## src/rtl/rk4_pkg.sv

```systemverilog
// Shared types and constants for the RK4 step sequencer.
package rk4_pkg;

  // Sequencer states: one evaluation per stage, then the state update.
  typedef enum logic [2:0] {
    ST_IDLE,
    ST_PREP,
    ST_KREQ,
    ST_KACK,
    ST_UPD,
    ST_WAIT,
    ST_DONE
  } rk4_state_e;

  // Step pacing mode, taken from sel when a run is started.
  typedef enum logic [1:0] {
    MODE_FREE   = 2'b00,
    MODE_PACED  = 2'b01,
    MODE_SINGLE = 2'b10,
    MODE_RSVD   = 2'b11
  } rk4_mode_e;

  // Stage indices as seen by the datapath argument muxes.
  localparam logic [1:0] STG_K1 = 2'd0;
  localparam logic [1:0] STG_K2 = 2'd1;
  localparam logic [1:0] STG_K3 = 2'd2;
  localparam logic [1:0] STG_K4 = 2'd3;

  // k2 and k3 carry weight 2 in the RK4 sum, k1 and k4 weight 1.
  function automatic logic stage_is_x2(input logic [1:0] stg);
    return (stg == STG_K2) || (stg == STG_K3);
  endfunction

endpackage

```

## src/rtl/rk4_step_ctrl_if.sv

```systemverilog
// Evaluator handshake and accumulator/update strobes between the sequencer
// (master) and the RK4 datapath (slave).
interface rk4_step_ctrl_if;
  logic       eval_req;
  logic       eval_ack;
  logic [1:0] stage;
  logic       acc_clr;
  logic       acc_en;
  logic       acc_wt2;
  logic       y_upd;

  modport master (
    output eval_req, stage, acc_clr, acc_en, acc_wt2, y_upd,
    input  eval_ack
  );

  modport slave (
    input  eval_req, stage, acc_clr, acc_en, acc_wt2, y_upd,
    output eval_ack
  );
endinterface

```

## src/rtl/rk4_tick_edge.sv

```systemverilog
// Rising-edge detector for the clk_1Hz pacing level with a pending-tick
// latch. A tick is only collected while armed and is held until cleared.
module rk4_tick_edge (
  input  logic clk,
  input  logic rst,
  input  logic lvl_i,
  input  logic arm_i,
  input  logic clr_i,
  output logic tick_o
);

  logic lvl_q;
  logic pend_q;
  logic pend_d;
  logic rise;

  assign rise   = lvl_i & ~lvl_q;
  // A fresh edge is usable in the same cycle; an older one comes from pend_q.
  assign tick_o = arm_i & (pend_q | rise);
  assign pend_d = clr_i ? 1'b0 : (pend_q | (rise & arm_i));

  // Level history and pending-tick register.
  always_ff @(posedge clk or negedge rst) begin
    if (!rst) begin
      lvl_q  <= 1'b0;
      pend_q <= 1'b0;
    end else begin
      // NOTE: non-blocking assignments so every register samples pre-edge values.
      lvl_q  <= lvl_i;
      pend_q <= pend_d;
    end
  end

endmodule

```

## src/rtl/rk4_step_ctrl.sv

```systemverilog
// RK4 step sequencer: runs k1..k4 on a shared evaluator, strobes the
// weighted accumulator and the y/t update, counts and paces steps.
module rk4_step_ctrl
  import rk4_pkg::*;
#(
  parameter int STEP_W  = 16,
  parameter int TMO_W   = 12,
  parameter int TMO_MAX = 4000
) (
  input  logic                clk,
  input  logic                rst,
  input  logic                en,
  input  logic [1:0]          sel,
  input  logic                clk_1Hz,
  input  logic                start,
  input  logic                abort,
  input  logic [STEP_W-1:0]   n_steps,
  rk4_step_ctrl_if.master     ev,
  output logic                busy,
  output logic                done,
  output logic                err,
  output logic [STEP_W-1:0]   step_cnt
);

  localparam logic [TMO_W-1:0] TMO_LAST = TMO_W'(TMO_MAX - 1);

  rk4_state_e        state_q, state_d;
  rk4_mode_e         mode_q, mode_d;
  logic [1:0]        stage_q, stage_d;
  logic [STEP_W-1:0] n_steps_q, n_steps_d;
  logic [STEP_W-1:0] step_cnt_q, step_cnt_d;
  logic [STEP_W-1:0] cnt_inc;
  logic [TMO_W-1:0]  tmo_q, tmo_d;
  logic              err_q, err_d;
  logic              entry_q;
  logic              start_ok;
  logic              tick;
  logic              tick_arm;
  logic              tick_clr;

  // Reserved mode never starts a run.
  assign start_ok = start && (rk4_mode_e'(sel) != MODE_RSVD);

  // Step counter sticks at all-ones instead of wrapping.
  assign cnt_inc = (step_cnt_q == '1) ? step_cnt_q : step_cnt_q + STEP_W'(1);

  // Ticks only count while waiting; leaving WAIT discards any stale one.
  assign tick_arm = (state_q == ST_WAIT);
  assign tick_clr = !tick_arm || (en && tick);

  rk4_tick_edge u_tick (
    .clk    (clk),
    .rst    (rst),
    .lvl_i  (clk_1Hz),
    .arm_i  (tick_arm),
    .clr_i  (tick_clr),
    .tick_o (tick)
  );

  // Next-state and datapath-register logic.
  always_comb begin
    // NOTE: every signal gets its default first so no latch is inferred.
    state_d    = state_q;
    mode_d     = mode_q;
    stage_d    = stage_q;
    n_steps_d  = n_steps_q;
    step_cnt_d = step_cnt_q;
    err_d      = err_q;
    tmo_d      = '0;

    if (abort) begin
      state_d = ST_IDLE;
    end else begin
      unique case (state_q)
        ST_IDLE: begin
          if (start_ok) begin
            n_steps_d  = n_steps;
            mode_d     = rk4_mode_e'(sel);
            step_cnt_d = '0;
            err_d      = 1'b0;
            state_d    = (n_steps == '0) ? ST_DONE : ST_PREP;
          end
        end
        ST_PREP: begin
          if (en) state_d = ST_KREQ;
        end
        ST_KREQ: begin
          tmo_d = tmo_q + TMO_W'(1);
          if (ev.eval_ack) begin
            state_d = ST_KACK;
          end else if (tmo_q == TMO_LAST) begin
            err_d   = 1'b1;
            state_d = ST_IDLE;
          end
        end
        ST_KACK: begin
          if (en) begin
            if (stage_q == STG_K4) begin
              state_d = ST_UPD;
            end else begin
              stage_d = stage_q + 2'd1;
              state_d = ST_KREQ;
            end
          end
        end
        ST_UPD: begin
          step_cnt_d = cnt_inc;
          if ((cnt_inc == n_steps_q) || (mode_q == MODE_SINGLE)) begin
            state_d = ST_DONE;
          end else if (mode_q == MODE_PACED) begin
            state_d = ST_WAIT;
          end else begin
            state_d = ST_PREP;
          end
        end
        ST_WAIT: begin
          if (en && tick) state_d = ST_PREP;
        end
        ST_DONE: begin
          state_d = ST_IDLE;
        end
        default: begin
          state_d = ST_IDLE;
        end
      endcase
    end

    // Every step restarts at k1, and an idle sequencer presents stage 0.
    if ((state_d == ST_PREP) || (state_d == ST_IDLE)) stage_d = STG_K1;
  end

  // State and run registers.
  always_ff @(posedge clk or negedge rst) begin
    if (!rst) begin
      state_q    <= ST_IDLE;
      mode_q     <= MODE_FREE;
      stage_q    <= STG_K1;
      n_steps_q  <= '0;
      step_cnt_q <= '0;
      tmo_q      <= '0;
      err_q      <= 1'b0;
      entry_q    <= 1'b0;
    end else begin
      state_q    <= state_d;
      mode_q     <= mode_d;
      stage_q    <= stage_d;
      n_steps_q  <= n_steps_d;
      step_cnt_q <= step_cnt_d;
      tmo_q      <= tmo_d;
      err_q      <= err_d;
      // First cycle in a state; keeps clr/add single-cycle while held by en.
      entry_q    <= (state_d != state_q);
    end
  end

  assign ev.eval_req = (state_q == ST_KREQ);
  assign ev.stage    = stage_q;
  assign ev.acc_clr  = (state_q == ST_PREP) && entry_q;
  assign ev.acc_en   = (state_q == ST_KACK) && entry_q;
  assign ev.acc_wt2  = ev.acc_en && stage_is_x2(stage_q);
  assign ev.y_upd    = (state_q == ST_UPD);

  assign busy     = (state_q != ST_IDLE);
  assign done     = (state_q == ST_DONE);
  assign err      = err_q;
  assign step_cnt = step_cnt_q;

endmodule
```

## src/flat_wrapper.sv

```systemverilog
// flat-port wrapper written by rule: the top's interface ports become plain ports
module rk4_step_ctrl_flat import rk4_pkg::*;
#(
  parameter int STEP_W  = 16,
  parameter int TMO_W   = 12,
  parameter int TMO_MAX = 4000
)
  (clk, rst, en, sel, clk_1Hz, start, abort, n_steps, busy, done, err, step_cnt, ev_eval_req, ev_stage, ev_acc_clr, ev_acc_en, ev_acc_wt2, ev_y_upd, ev_eval_ack);
  rk4_step_ctrl_if ev_i ();
  input  logic clk;
  input  logic rst;
  input  logic en;
  input  logic [1:0] sel;
  input  logic clk_1Hz;
  input  logic start;
  input  logic abort;
  input  logic [STEP_W-1:0] n_steps;
  output logic busy;
  output logic done;
  output logic err;
  output logic [STEP_W-1:0] step_cnt;
  output wire logic [$bits(ev_i.eval_req)-1:0] ev_eval_req;
  output wire logic [$bits(ev_i.stage)-1:0] ev_stage;
  output wire logic [$bits(ev_i.acc_clr)-1:0] ev_acc_clr;
  output wire logic [$bits(ev_i.acc_en)-1:0] ev_acc_en;
  output wire logic [$bits(ev_i.acc_wt2)-1:0] ev_acc_wt2;
  output wire logic [$bits(ev_i.y_upd)-1:0] ev_y_upd;
  input wire logic [$bits(ev_i.eval_ack)-1:0] ev_eval_ack;
  assign ev_eval_req = ev_i.eval_req;
  assign ev_stage = ev_i.stage;
  assign ev_acc_clr = ev_i.acc_clr;
  assign ev_acc_en = ev_i.acc_en;
  assign ev_acc_wt2 = ev_i.acc_wt2;
  assign ev_y_upd = ev_i.y_upd;
  assign ev_i.eval_ack = ev_eval_ack;
  rk4_step_ctrl #(.STEP_W(STEP_W), .TMO_W(TMO_W), .TMO_MAX(TMO_MAX)) u_core (.clk(clk), .rst(rst), .en(en), .sel(sel), .clk_1Hz(clk_1Hz), .start(start), .abort(abort), .n_steps(n_steps), .ev(ev_i), .busy(busy), .done(done), .err(err), .step_cnt(step_cnt));
endmodule
```

## config.mk

```make
export PLATFORM = sky130hd
export DESIGN_NAME = rk4_step_ctrl_flat
export DESIGN_NICKNAME = d
export VERILOG_FILES = /design/src/rtl/rk4_pkg.sv /design/src/rtl/rk4_step_ctrl_if.sv /design/src/rtl/rk4_tick_edge.sv /design/src/rtl/rk4_step_ctrl.sv /design/src/flat_wrapper.sv
export SDC_FILE = /design/constraint.sdc
export NUM_CORES = 1
export LEC_CHECK = 0
export ABC_CLOCK_PERIOD_IN_PS = 2500
export CAP_MARGIN = 20
export CELL_PAD_IN_SITES_DETAIL_PLACEMENT = 1
export CELL_PAD_IN_SITES_GLOBAL_PLACEMENT = 2
export CORE_UTILIZATION = 30
export DETAILED_ROUTE_END_ITERATION = 7
export GPL_ROUTABILITY_DRIVEN = 0
export GPL_TIMING_DRIVEN = 1
export PLACE_DENSITY = 0.79
export SLEW_MARGIN = 10
export SYNTH_ARGS = -nofsm -noshare
export SYNTH_HDL_FRONTEND = slang
export SYNTH_SLANG_ARGS = --single-unit
```

## constraint.sdc

```tcl
create_clock -name clk -period 2.5 [get_ports clk]
set_input_delay 0.625 -clock clk [delete_from_list [all_inputs] [get_ports clk]]
set_output_delay 0.625 -clock clk [all_outputs]
set_load 0.01 [all_outputs]
```

== Word level (Yosys, flattened, before mapping) ==
Index checks and enable logic that the tools add are counted.
W data, S select, Z words.

* Register bits after elaboration: 55
* Input bits: 25
* Word-level logic and storage cells: 91

* Equality and inequality tests: 22
* Bitwise operators: 7
* Mux-type cells: 27
* $add $sub $neg: 3
* Reduce and logical (&&, ||, !) cells: 22

{| class="wikitable"
|+ Operator list
! cell !! count
|-
| $mux W3 || 11
|-
| $mux W16 || 2
|-
| $pmux W16 S2 || 1
|-
| $mux W12 || 2
|-
| $pmux W3 S6 || 1
|-
| $add A16 B1 Y16 const B || 1
|-
| $eq A16 B16 Y1 || 1
|-
| $eq A16 B16 Y1 const B || 1
|-
| $logic_not A16 Y1 || 1
|-
| $add A12 B1 Y12 const B || 1
|-
| $eq A12 B12 Y1 const B || 1
|-
| $mux W2 || 5
|-
| $eq A3 B3 Y1 const B || 3
|-
| $reduce_bool A2 Y1 || 4
|-
| $eq A2 B2 Y1 const B || 3
|-
| $eq A3 B1 Y1 const B || 2
|-
| $eq A3 B2 Y1 const B || 2
|-
| $logic_not A3 Y1 || 2
|-
| $ne A2 B1 Y1 const B || 3
|-
| $ne A2 B2 Y1 const B || 3
|-
| $reduce_and A3 Y1 || 2
|-
| $logic_and A1 B1 Y1 || 5
|-
| $reduce_and A5 Y1 || 1
|-
| $eq A2 B1 Y1 const B || 2
|-
| 11 further kinds || 21
|}

== Logic depth before layout (Yosys ltp) ==
Gate-level depths: netlist of the first run.

* Depth after elaboration: 12
* Gate-level depth with buffers: 10
* Depth with buffers taken out: 9

== Modules after synthesis ==
From an unflattened synthesis of the first run, not the netlist that was laid out.

* Cell total of the unflattened synthesis: 374
* Area, all modules: 3434.5 µm²

{| class="wikitable"
|+ By module, submodules not included
! module !! area an instance (µm²) !! cells each !! seq. area each (µm²) !! instances
|-
| rk4_step_ctrl || 3354.5 || 367 || 1326.3 || 1
|-
| rk4_tick_edge || 80.1 || 7 || 50.0 || 1
|}

== Worst setup path before layout of the first run ==
OpenSTA, ideal clock, no wires.

* Kind: register to register
* Start point: register u_core.step_cnt_q[0] (netlist: u_core.step_cnt[0])
* End point: register u_core.stage_q[1] (netlist: u_core.ev.stage[1])
* Buffers on the path: 1
* Setup time: 94 ps
* Arrival time: 2405 ps
* Stages on the path, launching flop included: 11
* Path slack: 1 ps
* Clock period less this slack: 2499 ps
* Path through: dfrtp_1 ha_1 nand4_2 or4_4 buf_6 nor3_2 o21a_1 nand4_1 nor4_1 nand2_1 a211oi_1

* Longest elaborated chain between the ends: 11
* Elaborated cells between the ends (all ways): 17
* Those cells by class: add/sub: 1; eq/ne: 5; mux: 5; reduce/logical: 6

{| class="wikitable"
|+ RTL lines
! element !! RTL line !! RTL
|-
| start: declaration || rk4_step_ctrl.sv:31 || <nowiki>logic [STEP_W-1:0] step_cnt_q, step_cnt_d;</nowiki>
|-
| start signal: assignment || rk4_step_ctrl.sv:148 || <nowiki>step_cnt_q <= step_cnt_d;</nowiki>
|-
| $add A16 B1 Y16 / $eq A16 B16 Y1 (equally long branches) || rk4_step_ctrl.sv:45 || <nowiki>assign cnt_inc = (step_cnt_q == '1) ? step_cnt_q : step_cnt_q + STEP_W'(1);</nowiki>
|-
| $mux W16 (*) || rk4_step_ctrl.sv:45 ||
|-
| $eq A16 B16 Y1 (*) || rk4_step_ctrl.sv:108 || <nowiki>if ((cnt_inc == n_steps_q) || (mode_q == MODE_SINGLE)) begin</nowiki>
|-
| $logic_or A1 B1 Y1 (*) || rk4_step_ctrl.sv:108 ||
|-
| $mux W3 (*) || rk4_step_ctrl.sv:108 ||
|-
| $pmux W3 S6 (*) || rk4_step_ctrl.sv:74 || <nowiki>unique case (state_q)</nowiki>
|-
| $mux W3 (*) || rk4_step_ctrl.sv:71 || <nowiki>if (abort) begin</nowiki>
|-
| $eq A3 B1 Y1 / $logic_not A3 Y1 (equally long branches) || rk4_step_ctrl.sv:129 || <nowiki>if ((state_d == ST_PREP) || (state_d == ST_IDLE)) stage_d = STG_K1;</nowiki>
|-
| $logic_or A1 B1 Y1 (*) || rk4_step_ctrl.sv:129 ||
|-
| $ne A2 B2 Y1 (no source line) (tied with other cells) || - ||
|-
| $reduce_and A4 Y1 (no source line) || - ||
|-
| end signal: assignment || rk4_step_ctrl.sv:146 || <nowiki>stage_q <= stage_d;</nowiki>
|-
| end: declaration || rk4_step_ctrl.sv:29 || <nowiki>logic [1:0] stage_q, stage_d;</nowiki>
|}

Every way passes the cells marked *; elsewhere a longest branch is shown, timed or not.
A chain may end at the register's enable or synchronous reset.

== Worst setup path after layout of the first run ==
* Start point: register u_core.step_cnt_q[0] (netlist: u_core.step_cnt[0])
* End point: register u_core.state_q[0]

* Longest elaborated chain between the ends: 7
* Elaborated cells between the ends (all ways): 8
* Those cells by class: add/sub: 1; eq/ne: 2; mux: 4; reduce/logical: 1

{| class="wikitable"
|+ RTL lines
! element !! RTL line !! RTL
|-
| $add A16 B1 Y16 / $eq A16 B16 Y1 (equally long branches) || rk4_step_ctrl.sv:45 ||
|-
| $mux W16 (*) || rk4_step_ctrl.sv:45 ||
|-
| $eq A16 B16 Y1 (*) || rk4_step_ctrl.sv:108 ||
|-
| $logic_or A1 B1 Y1 (*) || rk4_step_ctrl.sv:108 ||
|-
| $mux W3 (*) || rk4_step_ctrl.sv:108 ||
|-
| $pmux W3 S6 (*) || rk4_step_ctrl.sv:74 ||
|-
| $mux W3 (*) || rk4_step_ctrl.sv:71 ||
|-
| via u_core.state_d[0] || rk4_step_ctrl.sv:27 || <nowiki>rk4_state_e state_q, state_d;</nowiki>
|-
| end signal: assignment || rk4_step_ctrl.sv:144 || <nowiki>state_q <= state_d;</nowiki>
|-
| end: declaration || rk4_step_ctrl.sv:27 ||
|}

The timed path passes the listed nets; every way through them passes the cells marked *.

==> run summary, run 1 <==
Status: finished with violations
Failing checks: negative setup slack
Worst path arrival time: 2810 ps
Largest net degree at the start of global routing: 23
Total of max-cap violations: 0
FF+latch count, synth: 55
Sw Share: 0.299
Total Wirelength: 12300 um
Mapped Cells: 372
Met3 wire len: 457 um
Routed wl met2: 6090 um
Most common cell after layout, fill and taps aside: buf_4
EDFF count, synth: 0
Min setup slack post-route: -74.3 ps
Antenna Nets Post-Route: 0
Buffers on Ports: 50
Critical Path Source Type: flop
Async set-reset flop share out of synthesis: 1.00
Crit-path max FO: 5
Clock skew: 8.98 ps
Area Growth Syn to Fin: 55.7%
Cell Area, Synth: 3440 um^2
CP max-delay cell: dfrtp_1
Worst slew margin: 0.706
Combinational group share of total power: 0.215
R2r setup slk: -70 ps
I/O pin total: 51
TritonCTS clock tree: yes
CTS H-tree lvls: 2
Worst-path clk slew: 80 ps
Vias in the first global route: 3509
Post-synthesis sequential area ratio: 0.400
R2r worst-path depth: 12
Crit path cell chain: ha_4 > nand4_4 > buf_12 > or3_4 > buf_4 > a211oi_2 > nor4_4 > nand4_1 > buf_4 > nor4_4 > or3_1 > a21oi_2
Hold Vio Cnt, Final: 0
Crit path kind: reg -> reg
Syn Nets: 400
Highest metal used: met4
First-pass GRT wire length: 18500 um
DR iter-0 viols: 143
Power Dens Cells: 440 nW/um^2
Root Driver: clkbuf_16
Worst-margin pin slew: 438 ps
TritonRoute pass-1 iters: 5
# DRC: 0
CTS Buf Count: 5
RSZ-0062 raised after global routing: yes
Die ar.: 11900 um^2
Initial antenna violation count: 0
Psw: 0.705 mW
Met1 Routed Length: 5560 um
Synth warnings: 0
DP HPWL: 8770 um
Worst flop-to-flop path startpoint: u_core.step_cnt[0]
Peak supply drop: 323 uV
Cell variety after synth: 59
Syn Area/Cell: 9.24 um^2
Leakage: 2.26 nW
GRT Resource Usage Total: 0.205
Reg power frac: 0.459
Setup crit end kind: flop
Slew Viols, Final: 0
Hold Path Class: in -> async
Initial Util: 0.313
Family with the most delay on the worst path: simple AND/OR/NAND/NOR gates
Die height: 109 um
Main synth FF type: dfrtp_1
Clk network pwr share: 0.326
Final setup vio count: 4
Final period demand of the worst path: 2570 ps
Max stage delay on crit path: 410 ps
Core area: 11000 um^2
Clock Sinks: 55
R2r endpoint: u_core.state_q[0]
DP Area: 4680 um^2
Inserted Diodes: 0
Longest Clk Path Bufs: 2
Internal power: 1.65 mW
Worst path bufs/invs: 3
Die X: 109 um
Nets: 541
Vias per cell: 5.36
Most frequent cells in the layout: buf_4, dfrtp_1, clkdlybuf4s50_1
Design area: 5350 um^2
GR Overflow Total: 0
Final Cycle Share: 1.03
Num rows: 38
Drt wl/cell: 18.8 um
Crit path required time: 2730 ps
Vias: 3505
Clk Latency, worst-skew pair: 310 ps
Max Fclk: 388 MHz
Hold slack: 243 ps
Share of layout cells above drive strength 1: 0.375
-- per-stage QoR --
stage                util  setup TNS [ps]  worst slack, ps  cells  power [mW]
floorplan               -               0             1.30    372        1.28
global placement    0.427           -1440             -313    629        1.47
detailed placement  0.427           -1670             -390    629        1.49
CTS                 0.459            -136            -43.4    641        2.30
global route        0.487            -954             -215    654        2.45
finish              0.487            -162            -74.3    654        2.36
-- what timing repair did --
| item | 4_1_cts | 5_1_grt |
|---|---|---|
| hold buffers | 0 | 0 |
| gates resized for setup | 32 | 44 |
| pin swaps | 12 | 16 |
| gates cloned | 0 | 0 |
| setup endpoints to repair | 9 | 10 |
| buffers inserted | 5 | 13 |
-- power by group through the flow --
stage | clock network [mW] | registers (mW) | logic (mW)
floorplan | 0 | 1.05 | 0.237
global placement | 0 | 1.09 | 0.389
detailed placement | 0 | 1.09 | 0.402
CTS | 0.789 | 1.07 | 0.433
global route | 0.816 | 1.09 | 0.544
finish | 0.768 | 1.08 | 0.507
-- Yosys cell counts (2+ instances only) --
| library cell | instances | area (um^2) |
|---|---|---|
| xor2_1 | 13 | 114 |
| and4_1 | 3 | 26.3 |
| nand2b_1 | 6 | 37.5 |
| nor2b_1 | 3 | 18.8 |
| or3_1 | 6 | 37.5 |
| inv_1 | 6 | 22.5 |
| buf_4 | 2 | 15.0 |
| nor3b_1 | 4 | 30.0 |
| nand2_1 | 36 | 135 |
| a31oi_1 | 4 | 25.0 |
| nor4_1 | 8 | 50.1 |
| mux2i_1 | 5 | 50.1 |
| clkbuf_1 | 7 | 26.3 |
| buf_2 | 9 | 45.0 |
| nand4_1 | 10 | 62.6 |
| o221ai_1 | 3 | 26.3 |
| o2111ai_1 | 2 | 17.5 |
| and4b_1 | 2 | 20.0 |
| mux2_2 | 19 | 214 |
| nand3_1 | 14 | 70.1 |
| a21oi_1 | 25 | 125 |
| nor3_2 | 2 | 20.0 |
| o21ai_0 | 23 | 115 |
| o31ai_1 | 5 | 37.5 |
| nor3_1 | 7 | 35.0 |
| and2_1 | 4 | 25.0 |
| a211oi_1 | 4 | 30.0 |
| o211ai_1 | 2 | 15.0 |
| nand3b_1 | 2 | 15.0 |
| and3_1 | 8 | 50.1 |
| nor2_1 | 30 | 113 |
| o21ai_1 | 2 | 10.0 |
| dfrtp_1 | 55 | 1380 |
| o21a_1 | 3 | 22.5 |
| ha_1 | 3 | 37.5 |
| nand4_4 | 2 | 42.5 |
| or2_2 | 2 | 12.5 |
| xnor2_1 | 10 | 87.6 |
-- sequential cells by signal, summed over array words and instances (netlist names) --
signal,count
u_core.n_steps_q,16
u_core.step_cnt,16
u_core.tmo_q,12
u_core.state_q,3
u_core.ev.stage,2
u_core.mode_q,2
u_core.entry_q,1
u_core.err,1
u_core.u_tick.lvl_q,1
u_core.u_tick.pend_q,1
-- how the worst max path moves through the flow --
stage	depth (start not counted)	endpoint	slack, ps	start
after global routing	11	u_core.ev.stage[1]	-210	u_core.step_cnt[1]
final	12	u_core.state_q[0]	-70	u_core.step_cnt[0]
after CTS	10	u_core.ev.stage[0]	-40	u_core.step_cnt[1]
after detailed placement	7	u_core.entry_q	-390	ev_eval_ack
after floorplan	10	u_core.ev.stage[1]	1	u_core.step_cnt[0]
after global placement	7	u_core.ev.stage[0]	-310	ev_eval_ack
-- layer usage --
layer,vias up,track usage
met4,0,0.0589
met2,84,0.334
met1,1758,0.285
met5,-,0
met3,14,0.0227
li1,1649,-
-- final cells by class --
type / count / area, um^2
fill: 1234 / 5630
multi-input combinational: 291 / 2270
sequential: 55 / 1380
timing repair buffer: 154 / 1340
tap: 140 / 175
clock buffer: 5 / 125
clock inverter: 3 / 33.8
inverter: 6 / 22.5
-- kinds of logic (layout without fill, tap and decap cells) --
group	after synthesis	in the layout	share of synthesized area
and+or+nand+nor	155	155	0.254
AOI/OAI and AO/OA	86	86	0.163
DFF	55	55	0.400
buffers and inverters	26	168	0.0360
muxes	24	24	0.0768
xor gates and xnor gates	23	23	0.0586
adders and majority gates	3	3	0.0109
(Power assumes the default switching activity.)
==> run 2: changes to the inputs <==
--- a/config.mk
+++ b/config.mk
@@ -7,3 +7,3 @@
 export LEC_CHECK = 0
-export ABC_CLOCK_PERIOD_IN_PS = 2500
+export ABC_CLOCK_PERIOD_IN_PS = 2970
 export CAP_MARGIN = 20
@@ -11,3 +11,3 @@
 export CELL_PAD_IN_SITES_GLOBAL_PLACEMENT = 2
-export CORE_UTILIZATION = 30
+export CORE_UTILIZATION = 36
 export DETAILED_ROUTE_END_ITERATION = 7
@@ -15,3 +15,3 @@
 export GPL_TIMING_DRIVEN = 1
-export PLACE_DENSITY = 0.79
+export PLACE_DENSITY = 0.89
 export SLEW_MARGIN = 10
==> constraint.sdc (replaced) <==
create_clock -name clk -period 2.97 [get_ports clk]
set_input_delay 0.7425 -clock clk [delete_from_list [all_inputs] [get_ports clk]]
set_output_delay 0.7425 -clock clk [all_outputs]
set_load 0.05 [all_outputs]
==> run 2 against run 1 <==
  * The flow now finishes without violations
  * Die area shrank 16%
  * Cell area down 19%
  * Power is 28% lower
  * Via count down 11%
  * Critical endpoint is now busy
  * Largest cell class unchanged
  * Largest power group unchanged
==> run summary, run 2 (synthesized netlist as in run 1, its figures left out) <==
Max Fclk: 357 MHz
Worst flop-to-flop path startpoint: u_core.step_cnt[0]
Inserted Diodes: 0
Setup crit end kind: output pin
TritonRoute pass-1 iters: 5
Worst path arrival time: 2060 ps
Peak supply drop: 226 uV
Most common cell after layout, fill and taps aside: dfrtp_1
Status: completed
Vias per cell: 5.50
Slew Viols, Final: 0
Most frequent cells in the layout: dfrtp_1, clkdlybuf4s50_1, nand2_1
Crit path cell chain: buf_4 > or3_1 > clkdlybuf4s50_1
Post-CTS Setup Repair Bufs: 0
Hold slack: 369 ps
Leakage: 1.78 nW
Psw: 0.503 mW
Combinational group share of total power: 0.197
Clock Sinks: 55
Gates resized, CTS repair: 0
Reg power frac: 0.538
Final period demand of the worst path: 2800 ps
CTS H-tree lvls: 2
Total power: 1.69 mW
Power Dens Cells: 390 nW/um^2
Hold Path Class: in -> async
Critical Path Source Type: flop
Total Wirelength: 10300 um
Final design utilization: 0.468
GR Overflow Total: 0
GRT Resource Usage Total: 0.223
Clock skew: 6.82 ps
Vias: 3124
Core area: 9240 um^2
CP max-delay cell: clkdlybuf4s50_1
Final setup vio count: 0
Crit path required time: 2230 ps
Num rows: 35
RSZ-0062 raised after global routing: no
DP HPWL: 8040 um
I/O pin total: 51
Initial Util: 0.372
Worst-margin pin slew: 702 ps
Longest Clk Path Bufs: 2
Area Growth Syn to Fin: 25.9%
Initial antenna violation count: 0
DR iter-0 viols: 167
CTS Buf Count: 5
Largest net degree at the start of global routing: 23
Nets: 467
Worst-path clk slew: 100 ps
Antenna Nets Post-Route: 0
Hold Vio Cnt, Final: 0
Drt wl/cell: 18.2 um
Root Driver: clkbuf_8
TritonCTS clock tree: yes
Die height: 99.7 um
# hold bufs at CTS: 0
Die X: 99.7 um
Pre-CTS WS: -74.9 ps
Internal power: 1.18 mW
Die ar.: 9940 um^2
Min setup slack post-route: 166 ps
Final Cycle Share: 0.944
Non-filler cells, final: 568
Cells after DPL: 561
Crit path kind: reg -> out
Crit path launch: u_core.state_q[1]
# DRC: 0
Vias in the first global route: 3311
Layout fillers: 1083
Max stage delay on crit path: 720 ps
Clk network pwr share: 0.265
Crit-path max FO: 8
Worst slew margin: 0.529
Total of max-cap violations: 0
Clk Latency, worst-skew pair: 310 ps
Share of layout cells above drive strength 1: 0.166
Buffers on Ports: 50
Sw Share: 0.298
First-pass GRT wire length: 17300 um
[run 2: cell types whose count changed in the layout (fill, tap and decap cells not counted), sizes merged]
| cell | previous run | this run |
|---|---|---|
| buf | 105 | 33 |
| clkbuf | 5 | 6 |
| clkdlybuf4s50 | 49 | 44 |
| clkinv | 1 | 0 |
| dlymetal6s2s | 0 | 3 |
| inv | 8 | 7 |
[run 2: area by class of cell]
class | count | area [um^2] | area share
Multi-Input combinational cell | 291 | 1940 | 0.448
Tap cell | 129 | 161 | 0.0373
Inverter | 6 | 22.5 | 0.00521
Sequential cell | 55 | 1380 | 0.319
Clock buffer | 6 | 82.6 | 0.0191
Timing Repair Buffer | 80 | 736 | 0.170
Clock inverter | 1 | 8.76 | 0.00202
[run 2: path summary, 6_finish.rpt]
check                                       to  slack, ps  cells past startpoint
min in group clk               u_core.tmo_q[0]        500                      1
min                          u_core.state_q[0]        370                      1
max                                       busy        170                      3
max reg2reg                 u_core.ev.stage[1]        180                     10
min reg2reg                    u_core.tmo_q[0]        500                      1
max in group asynchronous  u_core.n_steps_q[5]       1940                      2
[run 2: routing by layer]
metal	track usage	wire, um	vias to the layer above
met3	0.0309	433	10
met2	0.358	4920	67
li1	-	-	1503
met5	0	0	-
met1	0.315	4840	1544
met4	0.0611	133	0
[run 2: power groups by stage]
| stage | Sequential [mW] | Clock, mW | Combinational, mW |
|---|---|---|---|
| global route | 0.917 | 0.490 | 0.364 |
| floorplan | 0.889 | 0 | 0.212 |
| CTS | 0.906 | 0.463 | 0.337 |
| detailed placement | 0.921 | 0 | 0.335 |
| global placement | 0.914 | 0 | 0.323 |
| finish | 0.908 | 0.447 | 0.332 |
[run 2: stage by stage]
stage | TNS, ps | area, um^2
after floorplan | 0 | 3440
after global placement | 0 | 4230
after detailed placement | -194 | 4230
after CTS | 0 | 4320
after global routing | 0 | 4330
final | 0 | 4330
[run 2: critical path: cells and delay by family, from the launching register on]
| kind | cells | cell delay [ps] |
|---|---|---|
| flip-flops | 1 | 470 |
| buffers and inverters | 2 | 910 |
| AND/OR/NAND/NOR | 1 | 370 |
